===== src/rtl/pgx_bus_switch_if.sv =====
// rtl/pgx_bus_switch_if.sv - request port and gate-enable bundle for pgx_bus_switch
interface pgx_bus_switch_if #(
  parameter int NCH  = 4,
  parameter int SELW = 2
);
  logic            req_valid;
  logic            req_ready;
  logic [SELW-1:0] req_sel;
  logic            req_off;
  logic            kill;
  logic [NCH-1:0]  en_n;
  logic [NCH-1:0]  en_p;
  logic [SELW-1:0] cur_sel;
  logic            cur_valid;
  logic            busy;
  logic            done;
  logic            err;
  logic            abort;

  // Arbitration side: issues requests and kill, observes the gate bank state.
  modport master (
    output req_valid, req_sel, req_off, kill,
    input  req_ready, en_n, en_p, cur_sel, cur_valid, busy, done, err, abort
  );

  // Switch side: sequences the gate enables.
  modport slave (
    input  req_valid, req_sel, req_off, kill,
    output req_ready, en_n, en_p, cur_sel, cur_valid, busy, done, err, abort
  );
endinterface


===== src/rtl/pgx_bus_switch.sv =====
// rtl/pgx_bus_switch.sv - break-before-make sequencer for NCH pass-gate channels on one bus
module pgx_bus_switch #(
  parameter int NCH        = 4,
  parameter int SELW       = 2,
  parameter int DEAD_CYC   = 2,
  parameter int SETTLE_CYC = 1
) (
  input logic              clk,
  input logic              rst,
  pgx_bus_switch_if.slave  bus
);

  typedef enum logic [1:0] {
    ST_IDLE,
    ST_BREAK,
    ST_DEAD,
    ST_SETTLE
  } state_t;

  localparam logic [SELW:0] NCH_LIM     = (SELW+1)'(NCH);
  localparam logic [3:0]    DEAD_LOAD   = 4'(DEAD_CYC - 1);
  localparam logic [3:0]    SETTLE_LOAD = 4'(SETTLE_CYC - 1);

  state_t          state_q, state_d;
  logic [3:0]      cnt_q, cnt_d;
  logic [NCH-1:0]  en_q, en_d;
  logic [SELW-1:0] cur_sel_q, cur_sel_d;
  logic            cur_valid_q, cur_valid_d;
  logic            busy_q, busy_d;
  logic            ready_q, ready_d;
  logic            done_q, done_d;
  logic            err_q, err_d;
  logic            abort_q, abort_d;
  logic            imm_done_q, imm_done_d;
  logic            imm_err_q, imm_err_d;
  logic [SELW-1:0] tgt_sel_q, tgt_sel_d;
  logic            tgt_off_q, tgt_off_d;

  logic            accept;
  logic            sel_bad;
  logic            same_target;
  logic [NCH-1:0]  tgt_onehot;

  assign accept      = bus.req_valid & ready_q & ~bus.kill;
  assign sel_bad     = ({1'b0, bus.req_sel} >= NCH_LIM) & ~bus.req_off;
  assign same_target = bus.req_off ? ~cur_valid_q
                                   : (cur_valid_q & (bus.req_sel == cur_sel_q));

  // Decode the captured target channel into its single gate enable.
  always_comb begin
    tgt_onehot = '0;
    for (int i = 0; i < NCH; i++) begin
      if (tgt_sel_q == SELW'(i)) tgt_onehot[i] = 1'b1;
    end
  end

  // Next-state and next-output logic; kill overrides every sequencing decision.
  always_comb begin
    state_d     = state_q;
    cnt_d       = cnt_q;
    en_d        = en_q;
    cur_sel_d   = cur_sel_q;
    cur_valid_d = cur_valid_q;
    busy_d      = busy_q;
    ready_d     = ready_q;
    done_d      = imm_done_q;
    err_d       = imm_err_q;
    abort_d     = 1'b0;
    imm_done_d  = 1'b0;
    imm_err_d   = 1'b0;
    tgt_sel_d   = tgt_sel_q;
    tgt_off_d   = tgt_off_q;

    if (bus.kill) begin
      // Pending immediate answers are dropped too: nothing completes across a kill.
      state_d     = ST_IDLE;
      cnt_d       = 4'd0;
      en_d        = '0;
      cur_valid_d = 1'b0;
      busy_d      = 1'b0;
      ready_d     = 1'b1;
      done_d      = 1'b0;
      err_d       = 1'b0;
      abort_d     = busy_q;
    end else begin
      unique case (state_q)
        ST_IDLE: begin
          if (accept) begin
            if (sel_bad) begin
              imm_err_d = 1'b1;
            end else if (same_target) begin
              // Already in the requested state: answer without touching the gates.
              imm_done_d = 1'b1;
            end else begin
              tgt_sel_d = bus.req_sel;
              tgt_off_d = bus.req_off;
              state_d   = ST_BREAK;
              busy_d    = 1'b1;
              ready_d   = 1'b0;
            end
          end
        end
        ST_BREAK: begin
          en_d        = '0;
          cur_valid_d = 1'b0;
          cnt_d       = DEAD_LOAD;
          state_d     = ST_DEAD;
        end
        ST_DEAD: begin
          if (cnt_q != 4'd0) begin
            cnt_d = cnt_q - 4'd1;
          end else if (tgt_off_q) begin
            done_d  = 1'b1;
            busy_d  = 1'b0;
            ready_d = 1'b1;
            state_d = ST_IDLE;
          end else begin
            en_d        = tgt_onehot;
            cur_sel_d   = tgt_sel_q;
            cur_valid_d = 1'b1;
            if (SETTLE_CYC == 0) begin
              done_d  = 1'b1;
              busy_d  = 1'b0;
              ready_d = 1'b1;
              state_d = ST_IDLE;
            end else begin
              cnt_d   = SETTLE_LOAD;
              state_d = ST_SETTLE;
            end
          end
        end
        ST_SETTLE: begin
          if (cnt_q != 4'd0) begin
            cnt_d = cnt_q - 4'd1;
          end else begin
            done_d  = 1'b1;
            busy_d  = 1'b0;
            ready_d = 1'b1;
            state_d = ST_IDLE;
          end
        end
        default: begin
          state_d = ST_IDLE;
        end
      endcase
    end
  end

  // State and output registers; reset silently abandons any sequence in flight.
  always_ff @(posedge clk) begin
    if (rst) begin
      state_q     <= ST_IDLE;
      cnt_q       <= 4'd0;
      en_q        <= '0;
      cur_sel_q   <= '0;
      cur_valid_q <= 1'b0;
      busy_q      <= 1'b0;
      ready_q     <= 1'b1;
      done_q      <= 1'b0;
      err_q       <= 1'b0;
      abort_q     <= 1'b0;
      imm_done_q  <= 1'b0;
      imm_err_q   <= 1'b0;
      tgt_sel_q   <= '0;
      tgt_off_q   <= 1'b0;
    end else begin
      state_q     <= state_d;
      cnt_q       <= cnt_d;
      en_q        <= en_d;
      cur_sel_q   <= cur_sel_d;
      cur_valid_q <= cur_valid_d;
      busy_q      <= busy_d;
      ready_q     <= ready_d;
      done_q      <= done_d;
      err_q       <= err_d;
      abort_q     <= abort_d;
      imm_done_q  <= imm_done_d;
      imm_err_q   <= imm_err_d;
      tgt_sel_q   <= tgt_sel_d;
      tgt_off_q   <= tgt_off_d;
    end
  end

  // Kill masks ready in the very cycle it is presented so no request slips in.
  assign bus.req_ready = ready_q & ~bus.kill;
  assign bus.en_n      = en_q;
  assign bus.en_p      = ~en_q;
  assign bus.cur_sel   = cur_sel_q;
  assign bus.cur_valid = cur_valid_q;
  assign bus.busy      = busy_q;
  assign bus.done      = done_q;
  assign bus.err       = err_q;
  assign bus.abort     = abort_q;

endmodule


===== src/flat_wrapper.sv =====
// flat-port wrapper written by rule: the top's interface ports become plain ports
module pgx_bus_switch_flat 
#(
  parameter int NCH        = 4,
  parameter int SELW       = 2,
  parameter int DEAD_CYC   = 2,
  parameter int SETTLE_CYC = 1
)
  (clk, rst, bus_req_valid, bus_req_sel, bus_req_off, bus_kill, bus_req_ready, bus_en_n, bus_en_p, bus_cur_sel, bus_cur_valid, bus_busy, bus_done, bus_err, bus_abort);
  pgx_bus_switch_if #(.NCH(NCH), .SELW(SELW)) bus_i ();
  input logic clk;
  input logic rst;
  input wire logic [$bits(bus_i.req_valid)-1:0] bus_req_valid;
  input wire logic [$bits(bus_i.req_sel)-1:0] bus_req_sel;
  input wire logic [$bits(bus_i.req_off)-1:0] bus_req_off;
  input wire logic [$bits(bus_i.kill)-1:0] bus_kill;
  output wire logic [$bits(bus_i.req_ready)-1:0] bus_req_ready;
  output wire logic [$bits(bus_i.en_n)-1:0] bus_en_n;
  output wire logic [$bits(bus_i.en_p)-1:0] bus_en_p;
  output wire logic [$bits(bus_i.cur_sel)-1:0] bus_cur_sel;
  output wire logic [$bits(bus_i.cur_valid)-1:0] bus_cur_valid;
  output wire logic [$bits(bus_i.busy)-1:0] bus_busy;
  output wire logic [$bits(bus_i.done)-1:0] bus_done;
  output wire logic [$bits(bus_i.err)-1:0] bus_err;
  output wire logic [$bits(bus_i.abort)-1:0] bus_abort;
  assign bus_i.req_valid = bus_req_valid;
  assign bus_i.req_sel = bus_req_sel;
  assign bus_i.req_off = bus_req_off;
  assign bus_i.kill = bus_kill;
  assign bus_req_ready = bus_i.req_ready;
  assign bus_en_n = bus_i.en_n;
  assign bus_en_p = bus_i.en_p;
  assign bus_cur_sel = bus_i.cur_sel;
  assign bus_cur_valid = bus_i.cur_valid;
  assign bus_busy = bus_i.busy;
  assign bus_done = bus_i.done;
  assign bus_err = bus_i.err;
  assign bus_abort = bus_i.abort;
  pgx_bus_switch #(.NCH(NCH), .SELW(SELW), .DEAD_CYC(DEAD_CYC), .SETTLE_CYC(SETTLE_CYC)) u_core (.clk(clk), .rst(rst), .bus(bus_i));
endmodule

===== config.mk =====
export PLATFORM = sky130hd
export DESIGN_NAME = pgx_bus_switch_flat
export DESIGN_NICKNAME = d
export VERILOG_FILES = /design/src/rtl/pgx_bus_switch_if.sv /design/src/rtl/pgx_bus_switch.sv /design/src/flat_wrapper.sv
export SDC_FILE = /design/constraint.sdc
export NUM_CORES = 1
export LEC_CHECK = 0
export ABC_CLOCK_PERIOD_IN_PS = 3790
export CAP_MARGIN = 20
export CORE_MARGIN = 10
export CORE_UTILIZATION = 43
export DETAILED_ROUTE_END_ITERATION = 10
export GPL_TIMING_DRIVEN = 0
export PLACE_DENSITY = 0.7
export SKIP_CTS_REPAIR_TIMING = 1
export SKIP_LAST_GASP = 1
export SLEW_MARGIN = 40
export SYNTH_ARGS = -nofsm -noshare
export SYNTH_HDL_FRONTEND = slang
export SYNTH_SLANG_ARGS = --single-unit

===== constraint.sdc =====
create_clock -name clk -period 3.79 [get_ports clk]
set_input_delay 0.5685 -clock clk [delete_from_list [all_inputs] [get_ports clk]]
set_output_delay 0.5685 -clock clk [all_outputs]
set_load 0.02 [all_outputs]

==> metrics.txt, run 1 <==
status=finished clean; vias per cell=between 5 and 6; DR WL/cell=approximately 14 um; crit path buf inv count=2; Primary FF master, synth=dfxtp_1; Die ar.=5020 sq um; MaxCap Viol Count=0; most used routing layer=met2; Die X=70.8 um; Num Clock Sinks=21; Setup Total Neg Slack=0 ns; count leader, synth=dfxtp_1; fraction of layout cells with a size suffix above 1=0.0733; Clock Tree Buf Depth=2; Area contributors post-synth=dfxtp_1 38%, ha_1 7.9%, nor2_1 6.1%, mux2i_1 4.5%, inv_1 4.4%; root buf cell=clkbuf_4; startpoint types=input pin; Synth top area share=0.378; Remaining DRCs=0; post-synth top area cell=dfxtp_1; Inserted Clock Buffers=3; hpwl dp=around 1900 um; CP Class=input pin to output port; Hold Path Class=flip-flop to flip-flop; CP max-delay cell=clkdlybuf4s50_1; CTS tree=yes; critical path fanouts, max=7; RSZ-0062 raised after global routing=no; GR Layer Usage met2=0.169; Core ar.=around 2500 sq um; # rows=18; H-tree depth=1; crit path capture=bus_req_ready; antenna cells=0; post-layout util=0.556; Worst-path clk slew=0.13 ns; Total GRT Usage=0.0996; pins over their slew limit=0; FF-to-FF End=u_core.ready_q; worst path arrival time=1.83 ns; CP startpoint=bus_kill; Die H=~71 um; Routed Antenna Nets=0; first-pass GRT wire length=approximately 4300 um; # nets final=165; worst-path cell chain=clkdlybuf4s50_1, nor2b_1, clkdlybuf4s50_1; FF+latch count, synth=21; CP delay by family, top=buffers and inverters; Synth-to-Final Area Change=23.9%; # IOs=23; FF+latch area=420 sq um; drt first pass iters=3; Worst path depth=3; most used cell, CP=clkdlybuf4s50_1; Yosys cell types=38; Synth Net Count=140; met1 Use GR=0.113; met3 Resource Use GR=0.0321; Clock Skew=0.00321 ns; Initial DRC Count=27; RePlAce Congestion=0.830; most instantiated cells after synthesis=21 x dfxtp_1, 18 x nor2_1, 13 x inv_1; final setup fails=0; EDFF count, synth=0; Synth warnings=0; Detailed Route WL=between 2000 and 3000 um; Remaining Overflow, GRT=0; Leak=0.508 nW; syn avg cell area=8.82 sq um; Multi-input gate area=between 600 and 700 sq um; clock period minus worst slack=~2.4 ns; # fillers=250; CP endpoint kind=output port; initial antenna violation count=0; hold_sp=u_core.imm_done_q; maximum clock frequency=between 0.4 and 0.5 GHz; Initial Utilization=0.448; asr flop ratio synth=0; Max stage delay on crit path=approximately 0.61 ns; reg2reg start=u_core.cnt_q[0]; Peak VDD IR=0.227 mV; register area share after synthesis=0.378; clock latency on the worst-skew pair=0.31 ns; Mapped Cells=126; PortBufs=20; R2R cell count=6; R2R setup slack=1.90 ns; largest net degree at the start of global routing=13; pwr/cell area=281 nW/um^2; data required time of the worst path=3.22 ns; Final Hold Viols=0; mapped cell area=1110 sq um; vias in the first global route=969; routed via count=960; period utilization=0.632
[cells in the final DEF (no fill, tap or decap), types with 4 or more instances in the layout]
cell	synthesis	layout
dfxtp_1	21	21
clkdlybuf4s50_1	0	20
nor2_1	18	18
inv_1	13	13
ha_1	7	7
a21oi_1	6	6
nor2b_1	5	5
mux2i_1	5	5
a31oi_1	4	4
[stage by stage]
stage / power (W) / instance area (sq um) / hold WS, ns / cells / setup slack [ns]
global route: 0.000403 / 1380 / 0.476 / 180 / 1.35
CTS: 0.000388 / 1380 / 0.468 / 180 / 1.39
floorplan: 0.000262 / 1110 / 0.413 / 126 / 2.13
detailed placement: 0.000278 / 1350 / 0.437 / 176 / 1.39
finish: 0.000387 / 1380 / 0.464 / 180 / 1.39
global placement: 0.000277 / 1350 / 0.447 / 176 / 1.38
[area by class of cell]
type	count	area share
Timing Repair Buffer	20	0.145
Inverter	13	0.0355
Tap cell	30	0.0273
Clock buffer	3	0.0164
Clock inverter	1	0.00364
Buffer	3	0.0109
Multi-Input combinational cell	89	0.455
Sequential cell	21	0.305
[state kept, by name (all words and copies together) (netlist names), 2 cells and up]
signal,count
u_core.bus.en_n,4
u_core.tgt_sel_q,2
u_core.cnt_q,4
u_core.state_q,2
u_core.bus.cur_sel,2
[worst min path at each step]
stage | slack, ns | end | cells past startpoint
floorplan | 0.41 | u_core.bus.done | 2
global placement | 0.45 | u_core.bus.done | 2
detailed placement | 0.44 | u_core.bus.done | 2
CTS | 0.47 | u_core.bus.abort | 2
global route | 0.48 | u_core.bus.abort | 2
finish | 0.46 | u_core.bus.done | 2
[worst reg2reg max path, cell delays in order (launching register included)]
cell and delay (ns):
dfxtp_1 0.36, inv_1 0.13, ha_1 0.22, nor3b_1 0.41, o221a_2 0.35, and4_1 0.22, o21ai_0 0.09
[power breakdown]
part	leakage, nW	internal (W)	total [W]	switching [W]
logic	0.321	0.0000211	0.0000452	0.0000241
registers	0.170	0.000224	0.000228	0.00000385
clock network	0.0177	0.0000394	0.000114	0.0000741
[routing by layer]
layer	vias up	part of all wire
met5	-	0
met4	0	0.013
met3	4	0.056
met2	18	0.47
met1	450	0.46
li1	488	-
[cells by family (layout without fill, tap and decap cells)]
| kind of cell | after synthesis | in the layout | share of synthesized area |
|---|---|---|---|
| AOI/OAI and AO/OA | 27 | 27 | 0.169 |
| buffers and inverters | 16 | 40 | 0.0574 |
| muxes | 5 | 5 | 0.0450 |
| DFF | 21 | 21 | 0.378 |
| adders and majority gates | 7 | 7 | 0.0788 |
| and+or+nand+nor | 45 | 45 | 0.236 |
| xor gates and xnor gates | 4 | 4 | 0.0315 |
| other | 1 | 1 | 0.00338 |
Power figures use the tool's default switching activity.
==> run 2: changes to the inputs <==
--- a/config.mk
+++ b/config.mk
@@ -5,7 +5,7 @@
 export SDC_FILE = /design/constraint.sdc
 export NUM_CORES = 1
 export LEC_CHECK = 0
-export ABC_CLOCK_PERIOD_IN_PS = 3790
+export ABC_CLOCK_PERIOD_IN_PS = 2500
 export CAP_MARGIN = 20
 export CORE_MARGIN = 10
 export CORE_UTILIZATION = 43
==> constraint.sdc (replaced) <==
create_clock -name clk -period 2.5 [get_ports clk]
set_input_delay 0.375 -clock clk [delete_from_list [all_inputs] [get_ports clk]]
set_output_delay 0.375 -clock clk [all_outputs]
set_load 0.02 [all_outputs]
==> results of run 2 <==
The final DEF is identical to that of run 1. Status: finished clean.
Among the figures that moved: setup slack after placement 1.39 ns -> 0.475 ns; setup slack after layout 1.39 ns -> 0.492 ns; hold slack 0.464 ns -> 0.383 ns; register-to-register setup slack 1.90 ns -> 0.61 ns; end point of the worst hold path u_core.bus.done -> u_core.bus.cur_sel[0]; total power 0.000387 W -> 0.000586 W; worst IR drop on VDD 0.227 mV -> 0.344 mV
